--- src/rtl/viewport_pkg.sv ---
// viewport_pkg: constants and types shared by the viewport mapping stage.
//   FRAC    : fractional bits of the normalized coordinate format
//   NDC_ONE : fixed-point value of NDC +1.0
//   coord_t : signed 16-bit normalized coordinate
//   state_t : sequencer states
package viewport_pkg;
  localparam int FRAC    = 13;
  localparam int NDC_ONE = 1 << FRAC;

  typedef logic signed [15:0] coord_t;

  typedef enum logic [1:0] {
    IDLE = 2'd0,
    CALC = 2'd1,
    EMIT = 2'd2
  } state_t;
endpackage

--- src/rtl/viewport_axis_map.sv ---
// viewport_axis_map: maps one normalized coordinate onto a screen axis.
//   coord : signed normalized coordinate (NDC +-1.0 = +-NDC_ONE)
//   scale : axis length in pixels (<= 1024)
//   flip  : 1 maps +1.0 to row 0 (screen Y grows downward)
//   val   : clamped pixel coordinate, 0..scale-1
//   clip  : coordinate lies outside +-1.0
module viewport_axis_map
  import viewport_pkg::*;
#(
  parameter int XYW = 10
) (
  input  coord_t           coord,
  input  logic [10:0]      scale,
  input  logic             flip,
  output logic [XYW-1:0]   val,
  output logic             clip
);
  logic signed [17:0] c_ext;
  logic signed [17:0] s;
  logic [27:0]        prod;
  logic [27:0]        scaled;

  always_comb begin
    c_ext  = {{2{coord[15]}}, coord};
    // Shift into 0..2*NDC_ONE; flipping mirrors the axis around the centre.
    s      = flip ? (18'(NDC_ONE) - c_ext) : (c_ext + 18'(NDC_ONE));
    prod   = {11'b0, s[16:0]} * {17'b0, scale};
    scaled = prod >> (FRAC + 1);
    val    = '0;
    clip   = 1'b0;
    if (s < 0) begin
      clip = 1'b1;
    end else if (scaled >= {17'b0, scale}) begin
      // Exactly +1.0 lands one past the last pixel; clamp it without clipping.
      val  = XYW'(scale - 11'd1);
      clip = (s > 18'(2 * NDC_ONE));
    end else begin
      val  = scaled[XYW-1:0];
    end
  end
endmodule

--- src/rtl/viewport_map.sv ---
// viewport_map: maps the four normalized vertices of a primitive to screen
// coordinates and depth, streaming one vertex per valid/ready transfer.
//   CLK, rst           : clock, synchronous active-high reset
//   in_valid/in_ready  : primitive handshake (accepted only in IDLE)
//   vtxN_X/Y/Z         : signed normalized coordinates of vertex N
//   out_valid/out_ready: per-vertex handshake to the rasterizer
//   out_idx/out_last   : vertex index 0..3, last-vertex flag
//   out_x/out_y/out_z  : screen x, screen y (top row 0), unsigned depth
//   out_clip           : some axis of the vertex was outside +-1.0
//   busy               : a primitive is in flight
module viewport_map
  import viewport_pkg::*;
#(
  parameter int SCR_W = 640,
  parameter int SCR_H = 480,
  parameter int XYW   = 10
) (
  input  logic           CLK,
  input  logic           rst,
  input  logic           in_valid,
  output logic           in_ready,
  input  coord_t         vtx1_X, vtx1_Y, vtx1_Z,
  input  coord_t         vtx2_X, vtx2_Y, vtx2_Z,
  input  coord_t         vtx3_X, vtx3_Y, vtx3_Z,
  input  coord_t         vtx4_X, vtx4_Y, vtx4_Z,
  output logic           out_valid,
  input  logic           out_ready,
  output logic [1:0]     out_idx,
  output logic [XYW-1:0] out_x,
  output logic [XYW-1:0] out_y,
  output logic [15:0]    out_z,
  output logic           out_clip,
  output logic           out_last,
  output logic           busy
);
  state_t             state, nxt;
  logic [1:0]         idx;
  logic [3:0][15:0]   lx, ly, lz;
  coord_t             sel_x, sel_y, sel_z;
  logic [XYW-1:0]     mx, my;
  logic [15:0]        mz;
  logic               cx, cy, cz;
  logic signed [17:0] zs;

  assign in_ready  = (state == IDLE) && !rst;
  assign out_valid = (state == EMIT);
  assign busy      = (state != IDLE);

  always_comb begin
    nxt = state;
    case (state)
      IDLE:    if (in_valid) nxt = CALC;
      CALC:    nxt = EMIT;
      EMIT:    if (out_ready) nxt = (idx == 2'd3) ? IDLE : CALC;
      default: nxt = IDLE;
    endcase
  end

  // Primitive capture: inputs are only sampled on the accept edge.
  always_ff @(posedge CLK) begin
    if (!rst && state == IDLE && in_valid) begin
      lx <= {vtx4_X, vtx3_X, vtx2_X, vtx1_X};
      ly <= {vtx4_Y, vtx3_Y, vtx2_Y, vtx1_Y};
      lz <= {vtx4_Z, vtx3_Z, vtx2_Z, vtx1_Z};
    end
  end

  assign sel_x = lx[idx];
  assign sel_y = ly[idx];
  assign sel_z = lz[idx];

  viewport_axis_map #(.XYW(XYW)) u_map_x (
    .coord(sel_x), .scale(11'(SCR_W)), .flip(1'b0), .val(mx), .clip(cx)
  );
  viewport_axis_map #(.XYW(XYW)) u_map_y (
    .coord(sel_y), .scale(11'(SCR_H)), .flip(1'b1), .val(my), .clip(cy)
  );

  // Depth: (Z + 1.0) scaled by 4 spans 0..65536; saturate to 16 bits.
  always_comb begin
    zs = {{2{sel_z[15]}}, sel_z} + 18'(NDC_ONE);
    mz = '0;
    cz = 1'b0;
    if (zs < 0) begin
      cz = 1'b1;
    end else if (zs >= 18'(2 * NDC_ONE)) begin
      mz = 16'hFFFF;
      cz = (zs > 18'(2 * NDC_ONE));
    end else begin
      mz = {zs[13:0], 2'b00};
    end
  end

  always_ff @(posedge CLK) begin
    if (rst) begin
      state    <= IDLE;
      idx      <= '0;
      out_idx  <= '0;
      out_x    <= '0;
      out_y    <= '0;
      out_z    <= '0;
      out_clip <= 1'b0;
      out_last <= 1'b0;
    end else begin
      state <= nxt;
      if (state == IDLE && in_valid) idx <= '0;
      if (state == CALC) begin
        out_idx  <= idx;
        out_x    <= mx;
        out_y    <= my;
        out_z    <= mz;
        out_clip <= cx | cy | cz;
        out_last <= (idx == 2'd3);
      end
      if (state == EMIT && out_ready && idx != 2'd3) idx <= idx + 2'd1;
    end
  end
endmodule
--- config.mk ---
export PLATFORM = sky130hd
export DESIGN_NAME = viewport_map
export DESIGN_NICKNAME = d
export VERILOG_FILES = /design/src/rtl/viewport_pkg.sv /design/src/rtl/viewport_axis_map.sv /design/src/rtl/viewport_map.sv
export SDC_FILE = /design/constraint.sdc
export NUM_CORES = 1
export LEC_CHECK = 0
export ABC_CLOCK_PERIOD_IN_PS = 19590
export CAP_MARGIN = 25
export CORE_UTILIZATION = 45
export DETAILED_ROUTE_END_ITERATION = 16
export PLACE_DENSITY = 0.76
export SETUP_SLACK_MARGIN = 0.1
export SYNTH_ARGS = -nofsm -noshare
export SYNTH_HDL_FRONTEND = slang
export SYNTH_SLANG_ARGS = --single-unit
export TNS_END_PERCENT = 1
--- constraint.sdc ---
create_clock -name CLK -period 19.59 [get_ports CLK]
set_input_delay 4.8975 -clock CLK [delete_from_list [all_inputs] [get_ports CLK]]
set_output_delay 4.8975 -clock CLK [all_outputs]
set_load 0.05 [all_outputs]
After elaboration in Yosys (flattened, before gate mapping). Index checks and enable logic that the tools add are counted.

Register bits after elaboration: 236. Input bits: 196. Logic and storage cells: 78.

$add $sub $neg: 4. $mul: 2. Order comparisons: 10. Eq/ne operators: 6. Mux-type cells: 24. Bitwise gates (word level): 2. Reductions and logical operators: 10.

Operators with widths (number): binary-select mux 16 bit (select 2 bit) (3); 2-to-1 mux 16 bit (5); greater-than comparator 17 x 16 -> 1 bit (second input constant) (3); less-than comparator 17 x 1 -> 1 bit (second input constant) (3); 2-to-1 mux 10 bit (4); adder 16 x 15 -> 17 bit (second input constant) (2); multiplier 17 x 4 -> 21 bit (second input constant) (1); multiplier 17 x 3 -> 20 bit (second input constant) (1); >= comparator 17 x 16 -> 1 bit (second input constant) (1); subtractor 15 x 16 -> 17 bit (first input constant) (1); >= comparator 14 x 10 -> 1 bit (second input constant) (1); >= comparator 14 x 9 -> 1 bit (second input constant) (1); 2-to-1 mux 2 bit (4); 2-to-1 mux 1 bit (7); one-hot mux 2 bit (3 select lines) (1); logical AND 1 bit (5); equality test 2 bit (second input constant) (2); != test 2 bit (second input constant) (2); nonzero test 2 bit (2); less-than comparator 2 x 3 -> 1 bit (second input constant) (1); adder 2 x 1 -> 2 bit (second input constant) (1); equality test 2 x 1 -> 1 bit (second input constant) (1); zero test 2 bit (1); != test 2 x 1 -> 1 bit (second input constant) (1); other kinds (3) (4).

Longest topological paths before layout. Gate-level depths: netlist (run 1).

Depth in word-level cells: 9. Mapped depth: 24. Mapped depth without buffers: 21.

Hierarchy. A second synthesis (run 1) with hierarchy kept.

Cell total of the unflattened synthesis: 2033. Area, all modules: 21797.2 um^2.

Modules (own cells, without submodules): viewport_map (instances 1, cells an instance 444, area each 8593.2 um^2, sequential area each 6626.4 um^2); viewport_axis_map (u_map_x) (instances 1, cells an instance 804, area each 6655.1 um^2, sequential area each 0.0 um^2); viewport_axis_map (u_map_y) (instances 1, cells an instance 785, area each 6548.8 um^2, sequential area each 0.0 um^2).

Worst setup path after synthesis (run 1). Ideal clock, no wire load.

Path kind: input to register. From: input rst. To: register lx[0] (netlist bit) (enable). Arrival time: 10.681 ns. Required time: 19.017 ns. Setup slack: 8.336 ns. Cell stages on the path: 3. Cell sequence: clkbuf_1 -> nor3_1 -> and2_1.

Cells in the longest elaborated chain, start to end: 3.

Ends and longest elaborated chain: start: declaration (RTL line viewport_map.sv:19) `input logic rst,`; zero test 1 bit; logical AND 1 bit; named net in_ready (RTL line viewport_map.sv:21) `output logic in_ready,`; logical AND 1 bit (RTL line viewport_map.sv:61) `if (!rst && state == IDLE && in_valid) begin`; end signal: assignment (RTL line viewport_map.sv:62) `lx <= {vtx4_X, vtx3_X, vtx2_X, vtx1_X};`; end: declaration (RTL line viewport_map.sv:38) `logic [3:0][15:0] lx, ly, lz;`.

The timed path passes the listed nets, and every way through them passes these cells. A chain may end at the register's enable or synchronous reset.

Final worst setup path (run 1).
From: input rst. To: output in_ready.

Cells in the longest elaborated chain, start to end: 2.

Ends and longest elaborated chain: zero test 1 bit (RTL line viewport_map.sv:45) `assign in_ready = (state == IDLE) && !rst;`; logical AND 1 bit (RTL line viewport_map.sv:45); end: declaration (RTL line viewport_map.sv:21).

Every way passes these cells.

==> run summary, run 1 <==
The synthesized netlist occupies a cell area of 0.0116 mm^2. The average vias per placed instance was 5.40; the die extent in y was 163 um. Worst-path maximum fanout: 28. After clock tree synthesis, the clock-pin slew on the worst setup and hold paths is 0.05 ns. Timing would allow up to 0.0864 GHz. The startpoint identified for the worst register-to-register timing path is idx[0]. Pin placement for this block handled 239 I/O pins. In the synthesized netlist the dominant register cell turns out to be edfxtp_1.

The layout cell share with drive strength beyond 1 was 9.67%. Setup slack closes at 8.02 ns. The post-route cell area was 0.0151 mm^2.

Counting flops with an async set or reset pin after synthesis yields a share of 0%. Post-CTS repair changed the size of 0 cells. The min-delay analysis places its worst path in the category flop to flop. TritonCTS built the clock tree. The synthesized design devotes to its leading area cell type 49.6% of total area.

0 antenna diodes ended up in the layout. The flow ran to the end, and the final reports show no timing, DRC or antenna violations. From synthesis to final layout, the design area changed by 30.1%.

The critical setup path kind is input port to output port. The synthesized design contains 235 register bits. The number of buffers and inverters on the critical path was 3; the power per cell area was 91.9 mW/mm^2. The worst-case reg-to-reg path depth is 21. The library cell occupying the most area in the post-synthesis netlist was edfxtp_1.

For this run, the register share of the synthesized area comes to 57.0%. The layout has 1968 filler cells. STA classifies the critical path endpoint as an output port. The clock arrives with 0.0357 ns of skew. During synthesis, Yosys emitted a total of 0 warnings. For the number of H-tree levels, the log shows 1.

The number of antenna violations at the first check in global routing is 1. The DRC violation count after routing was 0; the number of port buffers was 238. The tools report the clock network latency to the later pin of the worst-skew pair as 0.53 ns. Subtracting the final worst setup slack from the clock period gives 11.57 ns. The most critical setup path has its endpoint at in_ready. The HPWL after detailed placement is 20400 um.

The synthesized design contains 192 enable-type register cells. The tools report the starting DRC count in detailed routing as 473. In this run the core area contains 58 standard-cell rows. In the final routed layout, each cell accounts on average for 19.2 um.

The minimum setup slack after placement was 8.00 ns; the count of max-cap constraint violations was 0. The total routed wirelength is 27000 um, and the share of the core filled with cells is 59.9%. The slowest stage of the critical path is the clkdlybuf4s50_1 cell.

The die covers 0.0265 mm^2. The setup slack of the most critical reg-to-reg path came out at 13.07 ns. In this run the critical register-to-register path is captured at out_y[4].

The launching element of the worst setup path is rst. Broken down by cell family, the worst path's largest delay share belongs to buffers and inverters. The run gives 42100 um as the global-route wire length before repair.

In the final timing run, aggregate negative setup slack is 0 ns. The placed instance area is 0.0144 mm^2, and the required time at the endpoint of the critical path is 14.69 ns. The floorplan step set the die width to 163 um.

Measured against its own limit, the worst slew margin works out to 32.9%. Walking the worst path, the cells encountered are clkdlybuf4s50_1 -> buf_4 -> nor3_1 -> clkdlybuf4s50_1. When the netlist entered floorplanning its net count stood at 1097. The worst setup path is launched from an input port. For this run, the total global-route usage over all layers was measured as 20.8%. The maximum number of pins on one net before global-route repair was 67; the number of hold violations in the final report was 0. The run gives 7806 as the number of global-route vias before repair. For this run, the detailed router's first-pass iteration total came to 5.

In this run the remaining antenna-violating nets after routing total 0. Leaving out filler cells and counting taps, the final layout contains 1406. The total power consumption of the routed design was 1.39 mW; the area of the core region was 0.0253 mm^2. In this design, the critical path's most frequently occurring cell is clkdlybuf4s50_1.

The post-CTS setup buffer count was 0. Setup repair after global routing left no endpoint under its margin. Summed over all layers, the global routing overflow is 0.

Synthesis handed over a netlist of 814 instances. Yosys attributes the largest share of cell area to edfxtp_1 (50%), mux4_2 (8.7%), ha_1 (7.6%). For this design the static power due to leakage is 5.35 nW. The tools report the total of hold buffers inserted after clock tree synthesis as 0. The average cell area after synthesis is 14.3 um^2, and the total stage count of the critical path is 4.

The number of CTS-inserted buffers is 25, and the period utilization is 59.1%. The logs give 0.446 ns for the worst hold slack and 0 for the final setup violation count. The tools report the via total after detailed routing as 7592.

For the number of placed instances, taps included, the log shows 1362. The final number of max-transition violations came out at 0. The launch instance of the worst min-delay path was out_y[3].

For the worst setup path, the data arrival time is 6.67 ns. The maximum vdd drop is 75.4 uV. The congestion estimate from routability-driven global placement came to 0.857.

The number of nets at the end of the flow was 1344. The clock passes through at most 3 buffers. The delay of the slowest critical-path stage works out to 0.86 ns. The netlist uses 67 different library cells. CTS saw 235 sinks. For the pin with the worst max-slew slack, the measured transition is 1.01 ns.

The initial utilization of the core area, before any placement, comes to 46.0%. The root buffer cell was clkbuf_16.
[worst min-delay path: stages (launching register included)]
cell	delay, ns
dfxtp_1	0.30
nand2_1	0.05
o21ai_1	0.05
[Yosys cell counts (all sizes together), types with 5 or more instances]
cell type    n
nor2        30
nand2b       6
a21o        12
xnor2       27
or3          6
ha          71
o21ai       28
nand4       11
clkbuf      13
buf         15
nand2       55
nor4         9
a21boi       6
dfxtp       43
o21bai       5
o211ai      16
inv         38
o21a         7
edfxtp     192
a21oi       45
xor2        18
fa          16
and2         6
a221o        7
nor3        22
nor2b        9
mux4        48
a211oi       8
[metal layers]
metal / track usage, % / vias to the layer above / part of all wire [%]
met3: 5.40 / 60 / 7.3
met1: 25.4 / 3659 / 39
met4: 7.39 / 0 / 3.4
li1: - / 3642 / -
met2: 35.6 / 231 / 50
met5: 0 / - / 0
[final cells by class]
class                           instances  area [um^2]  share of cell area [%]
Sequential cell                       235         6630                    43.9
Multi-Input combinational cell        513         4700                    31.1
Timing Repair Buffer                  248         2490                    16.5
Clock buffer                           34          659                    4.36
Tap cell                              330          413                    2.73
Inverter                               38          143                   0.944
Clock inverter                          8         72.6                   0.480
[cells by family (layout without fill, tap and decap cells)]
family                   after synthesis  in the layout  synth area share (%)
multiplexers                          51             51                  9.67
flip-flops                           235            235                  57.0
XOR/XNOR                              45             45                  3.46
AND/OR/NAND/NOR                      171            171                  7.82
AO/OA/AOI/OAI                        156            156                  8.85
buffers and inverters                 66            328                  2.51
adder cells (fa/ha/maj)               90             90                  10.7
[sequential cells by signal (all words and copies together) (netlist names)]
signal    count
lz           64
ly           64
out_x        10
out_clip      1
out_z        15
state         2
lx           64
out_idx       2
out_y        10
idx           2
out_last      1
[how the worst min path moves through the flow]
stage / endpoint / slack, ns / cells after the start
3_3_place_gp: out_z[10] / 0.44 / 2
2_1_floorplan: state[0] / 0.51 / 1
6_report: out_y[3] / 0.45 / 2
5_1_grt: out_y[6] / 0.47 / 2
4_1_cts: out_y[3] / 0.45 / 2
3_5_place_dp: out_y[3] / 0.44 / 2
[where the power goes]
group          switching [mW]  leakage (nW)  total [mW]  internal, mW
registers              0.0105          2.13       0.581         0.570
clock network           0.185         0.353       0.433         0.248
logic                   0.205          2.87       0.375         0.170
total                   0.401          5.35        1.39         0.988
[placed cells by master (no fill, tap or decap), types with 16 or more instances in the layout]
cell type and n:
xnor2_1 26, fa_1 16, inv_1 37, edfxtp_1 192, dfxtp_1 41, clkdlybuf4s50_1 238, nor2_1 30, o21ai_0 20
nand2_1 55, nor3_1 17, clkbuf_16 25, ha_1 71, mux4_2 45, o211ai_1 16, a21oi_1 45, xor2_1 18
Power figures use the tool's default switching activity.
==> run 2, diff against run 1 <==
--- a/config.mk
+++ b/config.mk
@@ -5,11 +5,11 @@
 export SDC_FILE = /design/constraint.sdc
 export NUM_CORES = 1
 export LEC_CHECK = 0
-export ABC_CLOCK_PERIOD_IN_PS = 19590
+export ABC_CLOCK_PERIOD_IN_PS = 9700
 export CAP_MARGIN = 25
 export CORE_UTILIZATION = 45
 export DETAILED_ROUTE_END_ITERATION = 16
-export PLACE_DENSITY = 0.76
+export PLACE_DENSITY = 0.78
 export SETUP_SLACK_MARGIN = 0.1
 export SYNTH_ARGS = -nofsm -noshare
 export SYNTH_HDL_FRONTEND = slang
==> constraint.sdc (replaced) <==
create_clock -name CLK -period 9.7 [get_ports CLK]
set_input_delay 2.425 -clock CLK [delete_from_list [all_inputs] [get_ports CLK]]
set_output_delay 2.425 -clock CLK [all_outputs]
set_load 0.05 [all_outputs]
==> run 2 against run 1 <==
Compared with the run above:
- register-to-register slack got worse by 10 ns
- cell area grew 0.12%
- clock skew decreased by 0.011 ns
- count of clock-buffer cells in the layout grew 6
- routed wire length decreased by 0.98%
- via count increased by 0.86%
- power rose by 100%
==> run summary, run 2 (same netlist as run 1, synthesis figures left out) <==
The cell sitting at the root of the clock tree is a clkbuf_16. Share of total power in the clock network: 31.8% (+0.6 points). The deepest clock path buffer count was 3 (unchanged); the synthesis-to-layout area growth was 30.3%. For the final number of max-transition violations, the log shows 0 (unchanged). The number of nets at the end of the flow was 1341 (-0.22%). The remaining number of nets flagged by the antenna check after routing is 0 (unchanged). The run gives 0 (unchanged) as the final setup violation count. For the total negative setup slack, the log shows 0 ns (unchanged).

For the share of power burned in combinational logic, the log shows 26.7% (-0.3 points). The overall die width came out at 163 um (unchanged). The worst-path maximum fanout was 18 (-36%). Effective utilization at floorplan: 46.0% (unchanged).

The tools report the minimum setup slack after placement as 3.04 ns (-4.96 ns). The endpoint of the worst-slack reg-to-reg timing path was out_y[5]. The standby leakage power is 5.36 nW (+0.12%), and the total routed wirelength is 26700 um (-0.98%). The number of CTS-inserted buffers was 25 (unchanged); the reported net switching power was 0.805 mW (+100%). The power per cell area came out at 187 mW/mm^2 (+100%). The number of antenna violations at the first check in global routing was 1 (unchanged); the sequential power share was 41.5% (-0.3 points).

The worst setup slack after layout is 3.02 ns (-5.00 ns), and the total die area is 0.0265 mm^2 (unchanged). The detailed-routing iteration count for the pre-antenna-repair pass is 5 (unchanged). The tools report the kind of end point of the critical path as a flop. The delay of the slowest critical-path stage was 0.93 ns (+0.07 ns). The global-route wire length before repair came out at 42000 um (-0.29%).

Total grt overflow: 0 (unchanged). The slowest stage cell on the critical path was nor4bb_1. The layout cell share with drive strength beyond 1 came out at 9.75% (+0.084 points). The worst setup path is of the flop to flop kind. The run gives 239 (unchanged) as the number of top-level design ports. The number of H-tree levels is 1 (unchanged), and the number of cell rows is 58 (unchanged).

The category of the worst setup path launch point was a flop. The number of instances on the worst hold path is 2 (unchanged), and the worst-margin pin slew is 1.08 ns (+0.0704 ns). The placer's final routability congestion estimate is 0.892 (+4.0%), and the multi-input logic area is 0.00470 mm^2 (unchanged).

The count of max-cap constraint violations was 0 (unchanged). The run finished with clean final reports. The library cells used most frequently in the layout, excluding fill and tap cells, are clkdlybuf4s50_1 (238), edfxtp_1 (192), ha_1 (71).

The average vias per placed instance is 5.43 (+0.64%). The post-CTS setup buffer count is 0 (unchanged), and the number of buffers and inverters on the critical path is 2 (-1). The cell family with the largest share of critical-path delay was simple AND/OR/NAND/NOR gates. For the post-cts resize count, the log shows 0 (unchanged). The run gives 0.0248 ns (-0.0109 ns) as the final clock skew. The post-route cell area came out at 0.0151 mm^2 (+0.12%). By instance count, the cell type seen most on the critical path is ha_1. Die extent in y: 163 um (unchanged). The area used by sequential logic in the layout is 0.00663 mm^2 (unchanged). Setup repair after global routing left no endpoint under its margin. The clock network latency to the later pin of the worst-skew pair is 0.52 ns (about the same), and the endpoint arrival time on the critical path is 7.10 ns (+0.43 ns). The worst-case reg-to-reg path depth was 20 (-4.8%).

Maximum number of pins on one net before global-route repair: 118 (+76%). The critical path goes through mux4_1 -> inv_1 -> ha_1 -> inv_1 -> or3_1 -> o31ai_1 -> and2_1 -> xor2_1 -> ha_1 -> a21o_1 -> fa_1 -> ha_1 -> a21o_1 -> a31oi_1 -> nand2_1 -> o31ai_1 -> xor2_1 -> nor4bb_1 -> nor3_1 -> a22o_1. For the number of global-route vias before repair, the log shows 7994 (+2.4%). The logs give 10.12 ns (-4.57 ns) for the required time at the endpoint of the critical path and 235 (unchanged) for the number of clock sinks. Clock transition time at the flip-flop clock pins of the worst setup and hold paths: 0.06 ns (about the same).

The largest registers in the layout are lx x64, ly x64, lz x64. The worst register-to-register path begins at idx[0]. The startpoint identified for the worst hold timing path is out_y[3].

Area of the core region: 0.0253 mm^2 (unchanged). The maximum vdd drop came out at 160 uV (+110%). The most common cell after layout, fill and taps aside was clkdlybuf4s50_1. The starting DRC count in detailed routing is 418 (-12%). The type of the worst min-delay path is flop to flop.

The fill cell total of the finished layout was 1966 (-0.10%); the via total after detailed routing was 7657 (+0.86%). The period utilization was 68.9%; the setup slack of the most critical reg-to-reg path was 3.02 ns (-10.05 ns). The number of port buffers is 238 (unchanged), and the average routed wire per standard cell is 19.0 um (-1.2%). The placed instance area is 0.0143 mm^2 (-0.22%). For the half-perimeter wire length after placement, the log shows 20300 um (-0.49%). TritonCTS built the clock tree. For hold timing, the worst endpoint is out_y[3]. The clock period could shrink to 6.68 ns. The global routing usage summed across all routing layers came out at 20.7% (-0.15 points). The tools report the DRC violation count after routing as 0 (unchanged). The net switching fraction of the power is 28.5% (-0.38 points), and the timing-limited maximum frequency is 0.150 GHz. The worst slew slack as a fraction of its limit is 27.2% (-5.7 points), and the cell-internal power is 2.02 mW (+100%). The number of hold violations in the final report is 0 (unchanged). The total of hold buffers inserted after clock tree synthesis is 0 (unchanged).
[run 2: cell types whose count changed in the layout (fill, tap and decap cells not counted)]
cell / delta
buf_4: -1
clkbuf_16: +1
clkinv_4: -1
clkinv_2: -1
inv_4: +1
buf_6: +1
diode_2: +2
clkbuf_2: -1
clkbuf_8: +5
buf_16: -2
buf_12: +1
bufinv_16: -1
clkbuf_4: -1
[run 2: cell type report]
type | count | share of cell area (%)
sequential | 235 | 43.8
antenna | 2 | 0.0331
tap | 330 | 2.73
clock buffer | 40 | 4.98
timing repair buffer | 245 | 16.2
clock inverter | 6 | 0.231
inverter | 38 | 0.942
multi-input combinational | 513 | 31.1
[run 2: power by group through the flow]
stage	Sequential [mW]	Combinational (mW)	Clock, mW
CTS	1.17	0.757	0.920
detailed placement	1.19	0.752	0
finish	1.17	0.756	0.900
floorplan	1.25	0.479	0
global route	1.18	0.840	0.960
global placement	1.19	0.739	0
[run 2: worst max path at each step]
stage / start / end / slack (ns) / depth (start not counted)
after floorplan: rst / lx[0] / 0.92 / 3
after global placement: rst / in_ready / 3.05 / 4
after detailed placement: idx[0] / out_y[5] / 3.04 / 20
after CTS: idx[0] / out_y[5] / 3.07 / 20
after global routing: idx[0] / out_y[5] / 2.51 / 20
final: idx[0] / out_y[5] / 3.02 / 20
[run 2: routing by layer]
metal | GRT usage (%) | up-vias | share of wire, %
met4 | 8.28 | 0 | 3.9
met2 | 35.1 | 248 | 49
met3 | 5.88 | 59 | 7.2
li1 | - | 3626 | -
met5 | 0 | - | 0
met1 | 24.7 | 3724 | 40
[run 2: per-stage QoR]
step                util [%]  cells  power, mW  hold slack [ns]
finish                  59.9   1409       2.83            0.449
global route            59.9   1408       2.98            0.468
CTS                     59.9   1407       2.85            0.452
detailed placement      56.8   1361       1.95            0.443
global placement        56.7   1360       1.93            0.438
floorplan                  -    814       1.72            0.509
[run 2: worst min-delay path: stages, from the launching register on]
cell and delay, ns:
dfxtp_1 0.31, nand2_1 0.05, o21ai_1 0.05
==> run 3, diff against run 2 <==
--- a/config.mk
+++ b/config.mk
@@ -5,7 +5,7 @@
 export SDC_FILE = /design/constraint.sdc
 export NUM_CORES = 1
 export LEC_CHECK = 0
-export ABC_CLOCK_PERIOD_IN_PS = 9700
+export ABC_CLOCK_PERIOD_IN_PS = 6100
 export CAP_MARGIN = 25
 export CORE_UTILIZATION = 45
 export DETAILED_ROUTE_END_ITERATION = 16
==> constraint.sdc (replaced) <==
create_clock -name CLK -period 6.1 [get_ports CLK]
set_input_delay 1.525 -clock CLK [delete_from_list [all_inputs] [get_ports CLK]]
set_output_delay 1.525 -clock CLK [all_outputs]
set_load 0.05 [all_outputs]
==> run 3 against run 2 <==
Compared with the run above:
- die area is the same
- highest routed layer unchanged
- sequential share of layout area fell by 0.45 points
- power increased by 61%
- routed wire length rose by 0.80%
- via count is 0.74% lower
- cell count rose by 0.57%
- register-to-register slack lost 2.5 ns
- sequential power up 59%
- clock power increased by 63%
- fmax increased by 19%
- utilization is 0.62 points higher
- non-clock buffer count increased by 11
==> run summary, run 3 (same netlist as run 1, synthesis figures left out) <==
The number of hold violations in the final report is 0 (unchanged), and the count of max-cap constraint violations is 0 (unchanged). The total routed wirelength came out at 27000 um (+0.80%). The detailed-routing iteration count for the pre-antenna-repair pass is 4 (-1). The share of total power in the clock network is 32.1% (+0.3 points), and the timing-limited maximum frequency is 0.178 GHz (+19%). Standby leakage power: 5.45 nW (+1.6%).

The die extent in y is 163 um (unchanged), and the effective utilization at floorplan is 46.0% (unchanged). The worst-path maximum fanout is 26 (+8), and the sequential power share is 40.8% (-0.7 points). The top cell types in the final layout, fill and taps aside, are clkdlybuf4s50_1 (238), edfxtp_1 (192), ha_1 (71). For the share of power burned in combinational logic, the log shows 27.1% (+0.4 points).

The largest registers in the layout are lx x64, ly x64, lz x64. The number of global-route vias before repair came out at 7750 (-3.1%). Setup repair after global routing could not meet its margin everywhere. Power per cell area: 299 mW/mm^2 (+60%). TritonCTS built the clock tree. The total of hold buffers inserted after clock tree synthesis came out at 0 (unchanged). Type of the worst min-delay path: flop to flop. The required time at the endpoint of the critical path is 6.52 ns (-3.60 ns). The run gives 0 (unchanged) as the DRC violation count after routing. Number of clock sinks: 235 (unchanged). For the worst setup slack after layout, the log shows 0.490 ns (-2.53 ns). The total die area was 0.0265 mm^2 (unchanged); the area of the core region was 0.0253 mm^2 (unchanged). For the multi-input logic area, the log shows 0.00475 mm^2 (+0.93%). The minimum setup slack after placement is 0.120 ns (-2.92 ns). The post-route non-filler standard cell count is 1417 (+0.57%), and the post-route minimum period is 5.61 ns (-1.07 ns).

STA classifies the critical path endpoint as a flop. The starting DRC count in detailed routing is 424 (+1.4%). For the cell-internal power, the log shows 3.24 mW (+60%). The number of cell rows was 58 (unchanged); the number of CTS-inserted buffers was 25 (unchanged).

Global routing usage summed across all routing layers: 20.6% (-0.039 points). The number of placed instances, taps included was 1371 (+0.73%); the clock transition time at the flip-flop clock pins of the worst setup and hold paths was 0.06 ns (about the same). The worst-margin pin slew came out at 0.643 ns (-0.434 ns). The tools report the number of antenna violations at the first check in global routing as 0 (-1). The deepest clock path buffer count is 3 (unchanged), and the final number of max-transition violations is 0 (unchanged). The final clock skew is 0.0109 ns (-0.0139 ns), and the half-perimeter wire length after placement is 20700 um (+2.1%).

The net switching fraction of the power is 29.0% (+0.59 points). The average vias per placed instance was 5.36 (-1.3%). The category of the worst setup path launch point is a flop. Maximum vdd drop: 312 uV (+95%). The tools report the placed instance area as 0.0144 mm^2 (+0.50%). The overall die width was 163 um (unchanged); the fill cell total of the finished layout was 1940 (-1.3%). The total grt overflow was 0 (unchanged). The number of port buffers is 238 (unchanged). The worst slew slack as a fraction of its limit is 56.8% (+30 points). The placer's final routability congestion estimate was 0.870 (-2.4%); the worst hold slack was 0.450 ns (+0.000401 ns).

Relative to the synthesized area, the layout overhead comes to 31.6%. The maximum number of pins on one net before global-route repair was 80 (-32%). The tools report the number of top-level design ports as 239 (unchanged). The tools report the root buffer cell as clkbuf_16. The remaining number of nets flagged by the antenna check after routing is 0 (unchanged), and the layout cell share with drive strength beyond 1 is 11.7% (+1.9 points).

The total negative setup slack came out at 0 ns (unchanged). Final setup violation count: 0 (unchanged). The average routed wire per standard cell was 19.0 um (+0.23%); the post-route cell area was 0.0153 mm^2 (+1.0%).

The count of antenna diodes in the layout came out at 0 (-2). The period utilization works out to 92.0% (+23 points). The library cell used most frequently in the layout, excluding fill and tap cells, is clkdlybuf4s50_1. The clock network latency to the later pin of the worst-skew pair is 0.53 ns (about the same).

The critical path is of the flop to flop type. The number of H-tree levels was 1 (unchanged). The logs give 0.00663 mm^2 (unchanged) for the area used by sequential logic in the layout and 1.33 mW (+65%) for the reported net switching power. The run gives 7600 (-0.74%) as the via total after detailed routing.

The endpoint arrival time on the critical path came out at 6.03 ns (-1.07 ns). The number of nets at the end of the flow came out at 1352 (+0.82%). The flow ran to the end, and the final reports show no timing, DRC or antenna violations.

The run gives 41600 um (-0.86%) as the global-route wire length before repair.
[run 3: changes by cell type in the layout (fill, tap and decap cells not counted), moves of 3 or more]
| cell | before | now |
|---|---|---|
| clkbuf_1 | 9 | 4 |
| buf_4 | 5 | 15 |
| clkbuf_8 | 5 | 0 |
| clkinv_1 | 2 | 5 |
| clkinv_2 | 1 | 4 |
[run 3: area by class of cell]
class                           count  share of cell area (%)
Clock buffer                       29                    4.19
Clock inverter                     16                    1.01
Inverter                           38                   0.933
Multi-Input combinational cell    513                    31.0
Sequential cell                   235                    43.4
Tap cell                          330                    2.70
Timing Repair Buffer              256                    16.8
[run 3: worst max-delay path: stages, from the launching register on]
cell      delay [ns]
dfxtp_4         0.42
buf_12          0.24
mux4_2          0.62
nor4_4          0.43
nand4_1         0.20
a21oi_1         0.21
xnor2_1         0.22
inv_1           0.26
fa_1            0.54
inv_1           0.06
fa_1            0.43
ha_1            0.35
a21o_1          0.22
a211oi_1        0.17
a21oi_1         0.13
a211oi_1        0.24
o211ai_1        0.13
buf_4           0.18
o21a_1          0.19
a211o_1         0.25
[run 3: final timing paths]
check	startpoint	cells past startpoint	slack (ns)	to
max	idx[0]	19	0.49	out_clip
min	out_y[4]	2	0.45	out_y[4]
max reg2reg	idx[0]	19	0.49	out_clip
min reg2reg	out_y[4]	2	0.45	out_y[4]
[run 3: per-layer routing]
layer	up-vias	GRT usage, %	routed length (um)	share of wire [%]
li1	3642	-	-	-
met1	3666	25.5	10900	40
met2	244	34.7	13200	49
met3	48	5.98	2160	8.0
met4	0	6.58	772	2.9
met5	-	0	0	0
[run 3: stage by stage]
stage	utilization (%)	power (mW)
6_report	60.6	4.57
5_1_grt	60.6	4.80
4_1_cts	60.2	4.59
3_5_place_dp	57.1	3.12
3_3_place_gp	57.0	3.10
2_1_floorplan	-	2.74
[run 3: what timing repair did]
item	4_1_cts	5_1_grt
resized for setup	0	17
endpoints found under the setup margin	0	10
setup buffers	0	0
hold endpoints to repair	0	0
[run 3: power by group through the flow]
stage	clock, mW	combinational [mW]	sequential [mW]
2_1_floorplan	0	0.763	1.97
3_3_place_gp	0	1.20	1.89
3_5_place_dp	0	1.22	1.90
4_1_cts	1.50	1.23	1.86
5_1_grt	1.56	1.37	1.87
6_report	1.47	1.24	1.86
